`src/rtl/yuv2rgb_stream_converter.sv`:
```
// Three-stage YUV-to-RGB converter: offset subtract, coefficient multiply, sum/shift/clamp.
// Bypass beats carry raw Y/U/V alongside the arithmetic and are selected in the last stage.
module yuv2rgb_stream_converter #(
  parameter int LANES        = 2,
  parameter int DW           = 8,
  parameter int COEF_W       = 20,
  parameter int FRAC         = 16,
  parameter int C_Y          = 76284,
  parameter int C_RV         = 104595,
  parameter int C_GU         = -25624,
  parameter int C_GV         = -53281,
  parameter int C_BU         = 132251,
  parameter int Y_OFF        = 16,
  parameter int C_OFF        = 128,
  parameter int FRAME_PIXELS = 76800
) (
  input  logic                    clk,
  input  logic                    rst,
  input  logic                    clr,
  input  logic                    bypass,
  input  logic                    in_valid,
  output logic                    in_ready,
  input  logic [LANES*DW-1:0]     in_y,
  input  logic [DW-1:0]           in_u,
  input  logic [DW-1:0]           in_v,
  output logic                    out_valid,
  input  logic                    out_ready,
  output logic [LANES*3*DW-1:0]   out_data,
  output logic                    out_last,
  output logic [19:0]             pix_count
);

  localparam int OW = DW + 1;
  localparam int PW = COEF_W + DW + 1;
  localparam int SW = PW + 2;

  localparam logic signed [PW-1:0] K_Y  = PW'(COEF_W'(C_Y));
  localparam logic signed [PW-1:0] K_RV = PW'(COEF_W'(C_RV));
  localparam logic signed [PW-1:0] K_GU = PW'(COEF_W'(C_GU));
  localparam logic signed [PW-1:0] K_GV = PW'(COEF_W'(C_GV));
  localparam logic signed [PW-1:0] K_BU = PW'(COEF_W'(C_BU));
  localparam logic signed [OW-1:0] Y_OFF_S = OW'(Y_OFF);
  localparam logic signed [OW-1:0] C_OFF_S = OW'(C_OFF);

  logic                   adv;
  logic                   out_hs;
  logic [19:0]            pix_next;
  logic [LANES*3*DW-1:0]  s3_data;
  logic                   s3_last;

  logic                   s1_valid, s1_byp;
  logic signed [OW-1:0]   s1_y [LANES];
  logic signed [OW-1:0]   s1_u, s1_v;
  logic [LANES*DW-1:0]    s1_raw_y;
  logic [DW-1:0]          s1_raw_u, s1_raw_v;

  logic                   s2_valid, s2_byp;
  logic signed [PW-1:0]   s2_py [LANES];
  logic signed [PW-1:0]   s2_prv, s2_pgu, s2_pgv, s2_pbu;
  logic [LANES*DW-1:0]    s2_raw_y;
  logic [DW-1:0]          s2_raw_u, s2_raw_v;

  function automatic logic [DW-1:0] sat(input logic signed [SW-1:0] s);
    logic signed [SW-1:0] q;
    q = s >>> FRAC;
    if (q[SW-1])
      sat = '0;
    else if (|q[SW-2:DW])
      sat = '1;
    else
      sat = q[DW-1:0];
  endfunction

  function automatic logic [3*DW-1:0] matrix(input logic signed [PW-1:0] py, prv, pgu, pgv, pbu);
    logic signed [SW-1:0] r, g, b;
    r = SW'(py) + SW'(prv);
    g = SW'(py) + SW'(pgu) + SW'(pgv);
    b = SW'(py) + SW'(pbu);
    return {sat(r), sat(g), sat(b)};
  endfunction

  always_comb begin
    adv      = out_ready | ~out_valid;
    in_ready = adv;
    out_hs   = out_valid & out_ready;
    pix_next = pix_count;
    if (out_hs)
      pix_next = (pix_count + 20'(LANES) == 20'(FRAME_PIXELS)) ? '0 : pix_count + 20'(LANES);
    // The beat loaded into S3 is presented when the count equals pix_next.
    s3_last = (pix_next + 20'(LANES) == 20'(FRAME_PIXELS));
    s3_data = '0;
    for (int unsigned i = 0; i < LANES; i++) begin
      if (s2_byp)
        s3_data[i*3*DW +: 3*DW] = {s2_raw_y[i*DW +: DW], s2_raw_u, s2_raw_v};
      else
        s3_data[i*3*DW +: 3*DW] = matrix(s2_py[i], s2_prv, s2_pgu, s2_pgv, s2_pbu);
    end
  end

  always_ff @(posedge clk or negedge rst) begin
    if (!rst) begin
      s1_valid  <= 1'b0;
      s1_byp    <= 1'b0;
      s1_u      <= '0;
      s1_v      <= '0;
      s1_raw_y  <= '0;
      s1_raw_u  <= '0;
      s1_raw_v  <= '0;
      s2_valid  <= 1'b0;
      s2_byp    <= 1'b0;
      s2_prv    <= '0;
      s2_pgu    <= '0;
      s2_pgv    <= '0;
      s2_pbu    <= '0;
      s2_raw_y  <= '0;
      s2_raw_u  <= '0;
      s2_raw_v  <= '0;
      for (int unsigned i = 0; i < LANES; i++) begin
        s1_y[i]  <= '0;
        s2_py[i] <= '0;
      end
      out_valid <= 1'b0;
      out_data  <= '0;
      out_last  <= 1'b0;
      pix_count <= '0;
    end else if (clr) begin
      s1_valid  <= 1'b0;
      s2_valid  <= 1'b0;
      out_valid <= 1'b0;
      out_last  <= 1'b0;
      pix_count <= '0;
    end else if (adv) begin
      s1_valid <= in_valid;
      s1_byp   <= bypass;
      s1_raw_y <= in_y;
      s1_raw_u <= in_u;
      s1_raw_v <= in_v;
      s1_u     <= $signed({1'b0, in_u}) - C_OFF_S;
      s1_v     <= $signed({1'b0, in_v}) - C_OFF_S;
      for (int unsigned i = 0; i < LANES; i++) begin
        s1_y[i]  <= $signed({1'b0, in_y[i*DW +: DW]}) - Y_OFF_S;
        s2_py[i] <= PW'(s1_y[i]) * K_Y;
      end
      s2_valid  <= s1_valid;
      s2_byp    <= s1_byp;
      s2_raw_y  <= s1_raw_y;
      s2_raw_u  <= s1_raw_u;
      s2_raw_v  <= s1_raw_v;
      s2_prv    <= PW'(s1_v) * K_RV;
      s2_pgu    <= PW'(s1_u) * K_GU;
      s2_pgv    <= PW'(s1_v) * K_GV;
      s2_pbu    <= PW'(s1_u) * K_BU;
      out_valid <= s2_valid;
      out_data  <= s3_data;
      out_last  <= s3_last;
      pix_count <= pix_next;
    end
  end

endmodule

```
`config.mk`:
```
export PLATFORM = sky130hd
export DESIGN_NAME = yuv2rgb_stream_converter
export DESIGN_NICKNAME = d
export VERILOG_FILES = /design/src/rtl/yuv2rgb_stream_converter.sv
export SDC_FILE = /design/constraint.sdc
export NUM_CORES = 2
export LEC_CHECK = 0
export CAP_MARGIN = 10
export CORE_MARGIN = 3
export CORE_UTILIZATION = 30
export CTS_BUF_LIST = sky130_fd_sc_hd__clkbuf_8
export DETAILED_ROUTE_END_ITERATION = 12
export HOLD_SLACK_MARGIN = 0.06
export PLACE_DENSITY = 0.57
export SLEW_MARGIN = 40
export SYNTH_ARGS = -nofsm -noshare
export SYNTH_HDL_FRONTEND = slang
export SYNTH_SLANG_ARGS = --single-unit
```
`constraint.sdc`:
```
create_clock -name clk -period 6.9 [get_ports clk]
set_input_delay 2.07 -clock clk [delete_from_list [all_inputs] [get_ports clk]]
set_output_delay 2.07 -clock clk [all_outputs]
set_load 0.03 [all_outputs]
```
# == Yosys cells after proc, flatten, opt, wreduce, memory -nomap -nowiden ==
# Cells that the tools add are included.
# word_totals
reg_bits,327
output_inout_bits,71
ram_bits,0
mem_count,0
latch_bits,0
romBits,0
# op_classes
mux,26
addsub,14
n_shift,0
n_bitwise,4
n_lt_le_gt_ge,0
reduce_logical,8
n_eq_ne,2
n_div,0
multipliers,6
# op_table
op,n
8-bit two-way mux,12
20-bit two-way mux,4
27-bit by 28-bit adder with 29-bit output,2
28-bit by 26-bit adder with 29-bit output,2
27-bit by 25-bit adder with 28-bit output,2
27-bit by 27-bit adder with 28-bit output,2
9-bit by 16-bit multiplier with 25-bit output (second input constant),2
24-bit two-way mux,2
7-bit OR reduction,6
20-bit by 2-bit adder with 20-bit output (second input constant),2
20-bit by 17-bit == test with 1-bit output (second input constant),2
9-bit by 19-bit multiplier with 28-bit output (second input constant),1
9-bit by 18-bit multiplier with 27-bit output (second input constant),1
9-bit by 17-bit multiplier with 26-bit output (second input constant),1
9-bit by 13-bit multiplier with 22-bit output (second input constant),1
8-bit by 5-bit subtractor with 9-bit output (second input constant),2
8-bit by 8-bit subtractor with 9-bit output (second input constant),2
1-bit two-way mux,8
1-bit NOT,2
2-bit AND reduction,1
2-bit nonzero test,1
1-bit AND,1
1-bit OR,1

# == Depth between registers and ports, before layout ==
# logic_depth
word_depth,8
mapped_depth,22
mapped_depth_nobuf,22

# == Worst setup path before layout ==
# No wires, ideal clock.
# synth_path
path_kind,register -> register
from,register s1_v[3]
to,register s2_pgv[24]
path_stages_with_launch,20
arrival_time_ns,5.904
setup_time_ns,0.129
path_buffers,0
slack_ns,0.867
cell_sequence,dfrtp_1 > fa_1 > inv_1 > fa_1 > inv_1 > fa_1 > inv_1 > fa_1 > ha_1 > ha_1 > a21o_1 > a21o_1 > o311a_1 > a311o_1 > o311ai_1 > a31oi_1 > or4_1 > a31oi_1 > xor2_1 > o21ai_1
# synth_between
elab_chain_cells,1
# synth_rtl
item,line_no,source
"start, declared",53,"logic signed [OW-1:0] s1_u, s1_v;"
"start signal, assigned",139,"s1_v <= $signed({1'b0, in_v}) - C_OFF_S;"
9-bit by 17-bit multiplier with 26-bit output,151,s2_pgv <= PW'(s1_v) * K_GV;
"end signal, assigned",151,
"end, declared",59,"logic signed [PW-1:0] s2_prv, s2_pgu, s2_pgv, s2_pbu;"
# No other way between the ends.
# A chain may end at the register's enable or synchronous reset.

# == Final worst setup path ==
# layout_path
from,register s1_y[0] (netlist name)
to,"register, netlist name s2_py[26]"
# layout_between
elab_chain_cells,1
# layout_rtl
item,line_no,source
"start, declared",52,logic signed [OW-1:0] s1_y [LANES];
"start signal, assigned by index",141,"s1_y[i] <= $signed({1'b0, in_y[i*DW +: DW]}) - Y_OFF_S;"
9-bit by 16-bit multiplier with 25-bit output,142,s2_py[i] <= PW'(s1_y[i]) * K_Y;
# No other way between the ends.

==> results.md <==
- Status: complete, no violations
- Gr usage total: 0.160
- Worst setup SP type: flip-flop
- CTS H-tree depth: 2
- Layout cell share with drive strength beyond 1: 0.0465
- Most frequent cells in the layout: ha_1 (610), nand2_1 (449), inv_1 (372)
- Setup Buffers After CTS: 0
- CTS buffer count: 56
- Wire per inst: 17.7 microns
- DRC Markers: 0
- Final instance area: 36000 sq um
- Fmax: 159 MHz
- Seq/Total Area, Yosys: 0.230
- Hold path start: s1_raw_y[4]
- FP Rows: 118
- Endpoint type of the worst setup path: flip-flop
- Initial Util: 0.305
- Most common cell after layout, fill and taps aside: ha_1
- Clock transition at the registers of the reported paths: 70 ps
- Max_cap viols: 0
- RSZ-0062 raised after global routing: no
- Vias per std cell: 4.94
- DR vias: 24400
- R2r endpoint: s2_py[26]
- Mapped Avg Cell Area: 9.33 sq um
- Crit Reg-Reg Startpoint: s1_y[0]
- Die W: 332 microns
- Library cells used by synthesis: 88
- Area leader, netlist: ha_1
- I/O pin total: 109
- Hpwl dp: 72300 microns
- CTS hold repair buffers: 0
- Max clock buf depth: 3
- Final TNS setup: 0 ps
- Placed Instance Area: 34600 sq um
- Largest net degree at the start of global routing: 137
- EDFF count, synth: 0
- Grt ovf: 0
- Main synth FF type: dfrtp_1
- Post-synth ARST share: 1.00
- CP Data Required Time: 7450 ps
- Sink Count: 293
- Worst-Margin Slew: 802 ps
- Net Count, Synth: 4299
- Initial DRC count: 1267
- Length of the first detailed-routing pass in iterations: 5
- First-pass GRT wire length: 140000 microns
- Root Driver: clkbuf_8
- Hold crit path type: reg2reg
- GR Util met3: 0.0233
- Fin cells: 4951
- Post-Synthesis Cells: 3411
- Endpoints failing setup: 0
- Worst Path Arrival: 6850 ps
- Synth top area cells: ha_1 (24%), dfrtp_1 (23%), fa_1 (15%)
- Flop2flop setup slack: 600 ps
- Core area: 104000 sq um
- Die Height: 332 microns
- Later-pin clock latency in the skew report: 690 ps
- Cell Area, Synth: 31800 sq um
- Synth Warn #: 0
- Relative slew slack: 0.461
- Final wirelength: 87700 microns
- Slew Limit Fails: 0
- Hold Path Depth: 2
- Net count, final: 4412
- Placed insts: 4845
- Placer Congestion: 0.887
- GRT Max-Usage Layer: met2
- Met2 Resource Use GR: 0.262
- Area of the multi-input gates: 22800 sq um
- Port Buffers: 108
- Met1 usage: 0.220
- CP Max Fanout: 7
- Area share of the largest cell type after synthesis: 0.240
- Initial antenna violation count: 2
- CTS tree: done
- Minimum clock period after layout: 6300 ps
- Die area: 110000 sq um
- Fin. Hold Viols: 0
- Tcrit/Tclk final: 0.913
- Final ANT Viol Nets: 0
- Area occupied by registers: 7330 sq um
- FILL cells: 10700
- Cts repair resizes: 0
- Area grow syn2layout: 13.0%
- Worst reg2reg path depth: 18
- Vias in the first global route: 24700
- Yosys reg bits: 293
- Worst Skew: 44.9 ps
- Worst Hold Endpoint: s2_raw_y[4]
- Critical path class: reg2reg
==> state kept, by name (all words and copies together), names as in the netlist <==
| signal | cells |
|---|---|
| out_data | 48 |
| s2_py | 48 |
| s2_pbu | 27 |
| s2_prv | 26 |
| s2_pgv | 24 |
| pix_count | 20 |
| s2_pgu | 20 |
| s1_y | 18 |
| s2_raw_y | 16 |
| s1_raw_y | 8 |
| s1_u | 8 |
| s1_v | 8 |
| s2_raw_u | 7 |
| s2_raw_v | 7 |
| out_last | 1 |
| out_valid | 1 |
| s1_byp | 1 |
| s1_raw_u | 1 |
| s1_raw_v | 1 |
| s1_valid | 1 |
| s2_byp | 1 |
| s2_valid | 1 |
==> cells in the mapped netlist, types with 60 or more instances <==
cell type,number
xnor2_1,109
xor2_1,80
nor3_1,62
inv_1,362
a21oi_1,172
dfrtp_1,293
fa_1,240
nand2_1,449
clkbuf_1,60
o21ai_0,230
ha_1,610
nor2_1,162
==> worst max-delay path by stage <==
stage / cells past startpoint / start / to
after CTS: 18 / s1_y[0] / s2_py[26]
final: 18 / s1_y[0] / s2_py[26]
after global routing: 18 / s1_y[0] / s2_py[26]
after global placement: 17 / s1_y[4] / s2_py[26]
after detailed placement: 18 / s1_y[0] / s2_py[26]
after floorplan: 19 / s1_v[3] / s2_pgv[24]
==> stage by stage <==
step | worst slack [ps] | utilization | hold slack [ps]
2_1_floorplan | 867 | - | 438
3_3_place_gp | 731 | 0.331 | 453
3_5_place_dp | 679 | 0.331 | 455
4_1_cts | 627 | 0.344 | 460
5_1_grt | 209 | 0.345 | 483
6_report | 602 | 0.345 | 454
==> kinds of logic (layout without fill, tap and decap cells) <==
kind of cell / after synthesis / in the layout / synth area share
AOI/OAI and AO/OA: 713 / 713 / 0.140
muxes: 7 / 7 / 0.00236
DFF: 293 / 293 / 0.230
other: 0 / 1 / 0
and+or+nand+nor: 916 / 916 / 0.131
xor gates and xnor gates: 189 / 189 / 0.0520
adders and majority gates: 850 / 850 / 0.391
buffers and inverters: 443 / 602 / 0.0530
==> worst max-delay path: stages (launching register included) <==
cell       delay [ps]
dfrtp_1           500
fa_1              690
ha_1              290
xor2_1            150
ha_1              320
fa_1              490
ha_1              360
ha_1              300
a21o_1            160
a21o_1            210
a2111oi_0         690
nor3_1            150
a211o_1           350
o311ai_1          440
a31oi_1           200
or4_1             430
a31oi_1           200
xor2_1            160
o21ai_1            70
==> layout make-up <==
cell class	count	area share
sequential	293	0.204
tap	1380	0.0480
timing repair buffer	136	0.0382
inverter	362	0.0378
antenna	1	0.0000696
clock inverter	35	0.0113
clock buffer	69	0.0264
multi-input combinational	2675	0.634
==> routing by layer <==
layer  wire length, microns  vias up  part of all wire
met4                   2120        2             0.024
met1                  41100    11900              0.47
met2                  40500      464              0.46
met3                   3920      105             0.045
li1                       -    12000                 -
met5                     13        -           0.00015
Power is left out: the tool's default activity adds up to more than one toggle a clock period on the data nets, which glitch-free logic cannot reach.
